<file path="config.mk">
export PLATFORM = sky130hd
export DESIGN_NAME = fsk_demodulador
export DESIGN_NICKNAME = d
export VERILOG_FILES = /design/src/rtl/fsk_pkg.sv /design/src/rtl/detector_cruzamento.sv /design/src/rtl/fsk_demodulador.sv
export SDC_FILE = /design/constraint.sdc
export NUM_CORES = 1
export LEC_CHECK = 0
export CORE_MARGIN = 2
export CORE_UTILIZATION = 35
export DETAILED_ROUTE_END_ITERATION = 8
export PLACE_DENSITY = 0.59
export SYNTH_ARGS = -nofsm -noshare
export SYNTH_HDL_FRONTEND = slang
export SYNTH_SLANG_ARGS = --single-unit
</file>
<file path="constraint.sdc">
create_clock -name clk -period 1.53 [get_ports clk]
set_input_delay 0.306 -clock clk [delete_from_list [all_inputs] [get_ports clk]]
set_output_delay 0.306 -clock clk [all_outputs]
set_load 0.005 [all_outputs]
</file>
<file path="src/rtl/fsk_pkg.sv">
// Shared constants, lock-state enum and period classifier for the FSK demodulator.
// No logic state; pure declarations plus one combinational helper.
package fsk_pkg;

    localparam logic [7:0] MEIO_ESCALA = 8'd128;
    localparam logic [7:0] HISTERESE   = 8'd8;

    localparam logic [6:0] PER0_MIN = 7'd24;
    localparam logic [6:0] PER0_MAX = 7'd40;
    localparam logic [6:0] PER1_MIN = 7'd48;
    localparam logic [6:0] PER1_MAX = 7'd80;
    localparam logic [6:0] CONT_MAX = 7'd127;

    typedef enum logic [1:0] {
        BUSCA     = 2'd0,
        SINCRONIA = 2'd1,
        TRAVADO   = 2'd2
    } estado_t;

    typedef enum logic [1:0] {
        PER_INVALIDO = 2'd0,
        PER_BIT0     = 2'd1,
        PER_BIT1     = 2'd2
    } classe_t;

    function automatic classe_t classifica(input logic [6:0] periodo);
        classe_t c;
        c = PER_INVALIDO;
        if (periodo >= PER0_MIN && periodo <= PER0_MAX) begin
            c = PER_BIT0;
        end else if (periodo >= PER1_MIN && periodo <= PER1_MAX) begin
            c = PER_BIT1;
        end
        return c;
    endfunction

endpackage

</file>
<file path="src/rtl/detector_cruzamento.sv">
// Rising midscale-crossing detector; combinational strobe in the cycle of the accepted sample.
// No backpressure; optional hysteresis arm flag under FSK_DEMOD_HISTERESE_EN.
module detector_cruzamento
    import fsk_pkg::*;
(
    input  logic       i_clk,
    input  logic       i_rst_n,
    input  logic [7:0] i_amostra,
    input  logic       i_amostra_valida,
    output logic       o_cruzamento
);

`ifdef FSK_DEMOD_HISTERESE_EN
    logic r_armado;

    // Arms only once the signal dips clearly below midscale, so noise around 128 cannot re-fire.
    always_ff @(posedge i_clk or negedge i_rst_n) begin
        if (!i_rst_n) begin
            r_armado <= 1'b0;
        end else if (i_amostra_valida) begin
            if (i_amostra < (MEIO_ESCALA - HISTERESE)) begin
                r_armado <= 1'b1;
            end else if (i_amostra >= MEIO_ESCALA) begin
                r_armado <= 1'b0;
            end
        end
    end

    assign o_cruzamento = i_amostra_valida && r_armado && (i_amostra >= MEIO_ESCALA);
`else
    logic [7:0] r_amostra_ant;

    always_ff @(posedge i_clk or negedge i_rst_n) begin
        if (!i_rst_n) begin
            r_amostra_ant <= MEIO_ESCALA;
        end else if (i_amostra_valida) begin
            r_amostra_ant <= i_amostra;
        end
    end

    assign o_cruzamento = i_amostra_valida && (r_amostra_ant < MEIO_ESCALA)
                          && (i_amostra >= MEIO_ESCALA);
`endif

endmodule

</file>
<file path="src/rtl/fsk_demodulador.sv">
// FSK demodulator: period measurement between rising crossings, bit decision and carrier lock FSM.
// Outputs appear one clock after the edge accepting a crossing sample; no backpressure, gaps just hold state.
module fsk_demodulador
    import fsk_pkg::*;
(
    input  logic       clk,
    input  logic       reset,
    input  logic [7:0] amostra,
    input  logic       amostra_valida,
    output logic       dado,
    output logic       dado_valido,
    output logic       portadora,
    output logic       erro
);

    logic       w_cruzamento;
    classe_t    w_classe;

    logic [6:0] r_contador;
    estado_t    r_estado;
    logic       r_validos;
    logic       r_dec_vld;
    logic       r_dec_bit;
    logic       r_dec_err;

    detector_cruzamento u_detector (
        .i_clk            (clk),
        .i_rst_n          (reset),
        .i_amostra        (amostra),
        .i_amostra_valida (amostra_valida),
        .o_cruzamento     (w_cruzamento)
    );

    assign w_classe = classifica(r_contador);

    // Lock FSM and period counter; only valid samples advance anything here.
    always_ff @(posedge clk or negedge reset) begin
        if (!reset) begin
            r_estado   <= BUSCA;
            r_contador <= 7'd0;
            r_validos  <= 1'b0;
            r_dec_vld  <= 1'b0;
            r_dec_bit  <= 1'b0;
            r_dec_err  <= 1'b0;
        end else begin
            r_dec_vld <= 1'b0;
            r_dec_err <= 1'b0;
            if (amostra_valida) begin
                if (w_cruzamento) begin
                    r_contador <= 7'd1;
                    case (r_estado)
                        BUSCA: begin
                            r_estado  <= SINCRONIA;
                            r_validos <= 1'b0;
                        end
                        SINCRONIA, TRAVADO: begin
                            if (w_classe == PER_INVALIDO) begin
                                r_estado  <= BUSCA;
                                r_validos <= 1'b0;
                                r_dec_err <= 1'b1;
                            end else begin
                                r_dec_vld <= 1'b1;
                                r_dec_bit <= (w_classe == PER_BIT1);
                                if (r_estado == SINCRONIA) begin
                                    if (r_validos) begin
                                        r_estado <= TRAVADO;
                                    end
                                    r_validos <= 1'b1;
                                end
                            end
                        end
                        default: begin
                            r_estado  <= BUSCA;
                            r_validos <= 1'b0;
                        end
                    endcase
                end else if (r_contador != CONT_MAX) begin
                    r_contador <= r_contador + 7'd1;
                    // Reaching saturation means the carrier vanished: drop lock without flagging erro.
                    if (r_contador == (CONT_MAX - 7'd1)) begin
                        r_estado  <= BUSCA;
                        r_validos <= 1'b0;
                    end
                end
            end
        end
    end

    always_ff @(posedge clk or negedge reset) begin
        if (!reset) begin
            dado        <= 1'b0;
            dado_valido <= 1'b0;
            erro        <= 1'b0;
            portadora   <= 1'b0;
        end else begin
            dado_valido <= r_dec_vld;
            erro        <= r_dec_err;
            portadora   <= (r_estado == TRAVADO);
            if (r_dec_vld) begin
                dado <= r_dec_bit;
            end
        end
    end

endmodule

</file>
==> impl_metrics.prom <==
# TYPE chip_impl_metric gauge
chip_impl_metric{name="clk_transition_reported_paths",unit="ns"} 0.11
chip_impl_info{name="rsz0062_at_grt",value="yes"} 1
chip_impl_metric{name="synth_enable_flop_cells",unit=""} 0
chip_impl_metric{name="fmaxAchievable",unit="GHz"} 0.6754
chip_impl_metric{name="post-route-drc-count",unit=""} 0
chip_impl_info{name="cp-start-kind",value="register"} 1
chip_impl_metric{name="synth.ff_latch_count",unit=""} 18
chip_impl_metric{name="min_period_over_period",unit="%"} 96.78
chip_impl_metric{name="p_seq_share",unit="%"} 46.6
chip_impl_metric{name="final_antenna_net_count",unit=""} 0
chip_impl_metric{name="synth_area_per_cell",unit="µm²"} 10.62
chip_impl_metric{name="routedLengthMet1",unit="µm"} 851
chip_impl_metric{name="netlist_area_before_placement",unit="µm²"} 977.2
chip_impl_metric{name="grt_pass1_wl",unit="µm"} 3077
chip_impl_metric{name="top_level_ports",unit=""} 15
chip_impl_metric{name="synth_seq_area_share",unit="%"} 46.22
chip_impl_metric{name="post_drt_wl_per_cell",unit="µm"} 11.94
chip_impl_metric{name="syn-instance-count",unit=""} 92
chip_impl_metric{name="clock-skew-final",unit="ns"} 0.006144
chip_impl_metric{name="met2RoutedLength",unit="µm"} 800
chip_impl_metric{name="ctsHtreeMaxLevel",unit=""} 1
chip_impl_metric{name="clkPwrFrac",unit="%"} 22.8
chip_impl_metric{name="area_delta_synth_final",unit="%"} 23.82
chip_impl_metric{name="final-max-slew-violation-count",unit=""} 0
chip_impl_metric{name="p_int",unit="mW"} 0.8865
chip_impl_info{name="clock-root-buffer",value="sky130_fd_sc_hd__clkbuf_4"} 1
chip_impl_metric{name="vdd.ir_drop.worst",unit="V"} 0.0006142
chip_impl_metric{name="final.setup.worst_slack",unit="ns"} 0.04933
chip_impl_metric{name="antenna_found_initial",unit=""} 0
chip_impl_metric{name="power.share.combinational",unit="%"} 30.6
chip_impl_metric{name="yosysUniqueCellTypes",unit=""} 35
chip_impl_metric{name="power.net_switching",unit="mW"} 0.4313
chip_impl_info{name="outcome",value="complete, no violations"} 1
chip_impl_metric{name="dpl.hpwl",unit="µm"} 1288
chip_impl_metric{name="finalWeightedCongestion",unit=""} 0.7536
chip_impl_metric{name="post-route-min-period",unit="ns"} 1.481
chip_impl_metric{name="clk_lat_worst_skew",unit="ns"} 0.30
chip_impl_info{name="synth_top_flop_cell",value="sky130_fd_sc_hd__dfrtp_1"} 1
chip_impl_info{name="crit_path_end_kind",value="register"} 1
chip_impl_metric{name="io_buffers",unit=""} 7
chip_impl_metric{name="timing.critical_path.fanout_max",unit=""} 3
chip_impl_metric{name="first_global_vias",unit=""} 726
chip_impl_info{name="holdCritPathClass",value="in -> async"} 1
chip_impl_metric{name="cts_sinks",unit=""} 18
chip_impl_metric{name="design.die.area",unit="µm²"} 3231
chip_impl_metric{name="tritoncts.num_buffers",unit=""} 3
chip_impl_metric{name="tightest_slew",unit="ns"} 0.2326
chip_impl_metric{name="p_leak",unit="nW"} 0.5692
chip_impl_info{name="most_frequent_standard_cell_in_the_layout_excluding_fill_and_tap_cells",value="sky130_fd_sc_hd__dfrtp_1"} 1
chip_impl_metric{name="num_antenna_cells",unit=""} 0
chip_impl_metric{name="track_usage",unit="%"} 12.57
chip_impl_metric{name="ratio_of_cells_with_drive_above_1_in_the_final_layout",unit="%"} 29.82
chip_impl_metric{name="slew_headroom",unit="%"} 84.49
chip_impl_metric{name="num-nets-final",unit=""} 133
chip_impl_metric{name="core.rowCount",unit=""} 19
chip_impl_metric{name="synth_warnings",unit=""} 0
chip_impl_metric{name="hold_viol_final",unit=""} 0
chip_impl_metric{name="core",unit="µm²"} 2710
chip_impl_metric{name="clock_tree.buffer_depth",unit=""} 2
chip_impl_info{name="routed.top_layer",value="met4"} 1
chip_impl_metric{name="detail_route.vias_per_cell",unit=""} 4.800
chip_impl_metric{name="die-height",unit="µm"} 56.84
chip_impl_metric{name="wl_met3",unit="µm"} 52
chip_impl_metric{name="power.density",unit="nW/µm²"} 1089
chip_impl_metric{name="drt_iter0_drc",unit=""} 11
chip_impl_metric{name="chip_width",unit="µm"} 56.84
chip_impl_metric{name="setup-violations-final",unit=""} 0
chip_impl_metric{name="effective_utilization_at_floorplan",unit="%"} 36.06
chip_impl_metric{name="route.vias.total",unit=""} 696
chip_impl_metric{name="fraction_of_synthesis_flops_using_an_asynchronous_set_or_reset_pin",unit="%"} 100.0
chip_impl_info{name="path_class",value="reg -> reg"} 1
chip_impl_metric{name="maxCapViolations",unit=""} 0
chip_impl_info{name="tritoncts",value="yes"} 1
chip_impl_metric{name="drt_pre_antenna_iters",unit=""} 4
chip_impl_metric{name="fillCellCount",unit=""} 279
chip_impl_metric{name="post-place-ws",unit="ns"} -0.1913
chip_impl_metric{name="arrival",unit="ns"} 1.67
chip_impl_metric{name="total_power",unit="mW"} 1.318
chip_impl_metric{name="postRouteWirelength",unit="µm"} 1731
chip_impl_info{name="final_cell_mix",value="16 x sky130_fd_sc_hd__dfrtp_1, 14 x sky130_fd_sc_hd__buf_4, 10 x sky130_fd_sc_hd__nand2_1"} 1
chip_impl_metric{name="synth_fp_nets",unit=""} 110
chip_impl_metric{name="p_sw_share",unit="%"} 32.73
chip_impl_metric{name="grt_start_max_net_pins",unit=""} 19
chip_impl_metric{name="global_route.overflow_total",unit=""} 0
chip_impl_metric{name="timing.critical_path.required",unit="ns"} 1.72
[final timing paths]
kind | start | slack, ns | to | depth (start not counted)
min reg2reg | r_dec_err | 0.36 | erro | 0
max reg2reg | r_estado[0] | 0.05 | r_dec_bit | 5
max in group asynchronous | reset | 0.94 | u_detector.r_amostra_ant[7] | 2
max | r_estado[0] | 0.05 | r_dec_bit | 5
min | reset | 0.33 | r_contador[4] | 2
min in group clk | r_dec_err | 0.36 | erro | 0
[cells in the mapped netlist, types with 2 or more instances]
library cell                n  share of area (%)
sky130_fd_sc_hd__xor2_1     2                1.8
sky130_fd_sc_hd__dfrtp_1   17                 44
sky130_fd_sc_hd__nor2_1     8                3.1
sky130_fd_sc_hd__nor3_1     2                1.0
sky130_fd_sc_hd__nand2b_1   2                1.3
sky130_fd_sc_hd__o21ai_2    2                1.8
sky130_fd_sc_hd__a21oi_1    6                3.1
sky130_fd_sc_hd__inv_1      6                2.3
sky130_fd_sc_hd__nand2_1   10                3.8
sky130_fd_sc_hd__ha_1       7                9.0
sky130_fd_sc_hd__o21ai_0    4                2.0
sky130_fd_sc_hd__mux2_2     2                2.3
sky130_fd_sc_hd__nand3_1    2                1.0
[through the flow]
step	utilization (%)	area, µm²	instances	hold WS [ns]	TNS, ns
detailed placement	42.52	1152	139	0.3356	-0.6698
finish	44.64	1210	145	0.3261	0
CTS	43.86	1189	143	0.3334	0
global placement	42.52	1152	139	0.3321	-0.5462
floorplan	-	977.2	92	0.01041	0
global route	44.64	1210	145	0.3500	-0.007328
[power by group through the flow]
stage | sequential [mW] | combinational [mW] | clock, mW
after global placement | 0.618 | 0.384 | 0
after floorplan | 0.611 | 0.263 | 0
after global routing | 0.626 | 0.458 | 0.323
after detailed placement | 0.622 | 0.396 | 0
after CTS | 0.613 | 0.397 | 0.306
final | 0.614 | 0.403 | 0.300
[sequential cells by signal, summed over array words and instances (netlist names)]
name,count
dado,1
r_contador,7
erro,1
r_dec_bit,1
dado_valido,1
r_dec_vld,1
r_dec_err,1
u_detector.r_amostra_ant,1
portadora,1
r_estado,2
r_validos,1
[final cells by class]
class	count	area [µm²]	share of cell area [%]
multi-input cells	64	480.5	39.71
flip-flops and latches	18	452.9	37.44
repair buffers	21	175.2	14.48
well taps	31	38.79	3.206
clock buffers	4	36.28	2.999
inverters	7	26.28	2.172
[per-layer routing]
| metal | vias up | global-route usage [%] |
|---|---|---|
| met2 | 9 | 19.77 |
| met4 | 0 | 7.973 |
| li1 | 359 | - |
| met5 | - | 0 |
| met3 | 2 | 2.304 |
| met1 | 326 | 15.77 |
[logic make-up (layout without fill, tap and decap cells)]
kind of cell,count (synthesis),after routing,synth area share [%]
buf+inv,10,32,5.121
fa+ha+maj,7,7,8.962
compound gates,21,21,17.29
xor+xnor,3,3,2.689
mux,3,3,3.329
flops,18,18,46.22
simple gates,30,30,16.39
[what timing repair did]
action / 4_1_cts / 5_1_grt
hold buffers: 0 / 0
resized for setup: 0 / 4
endpoints found under the setup margin: 0 / 4
setup buffers: 0 / 2
[worst max-delay path, stage by stage, from the launching register on]
cell and delay (ns):
sky130_fd_sc_hd__dfrtp_1 0.40, sky130_fd_sc_hd__inv_1 0.10, sky130_fd_sc_hd__ha_1 0.31, sky130_fd_sc_hd__nand2_1 0.10, sky130_fd_sc_hd__buf_4 0.15, sky130_fd_sc_hd__o32a_1 0.32
Power figures use the tool's default switching activity.
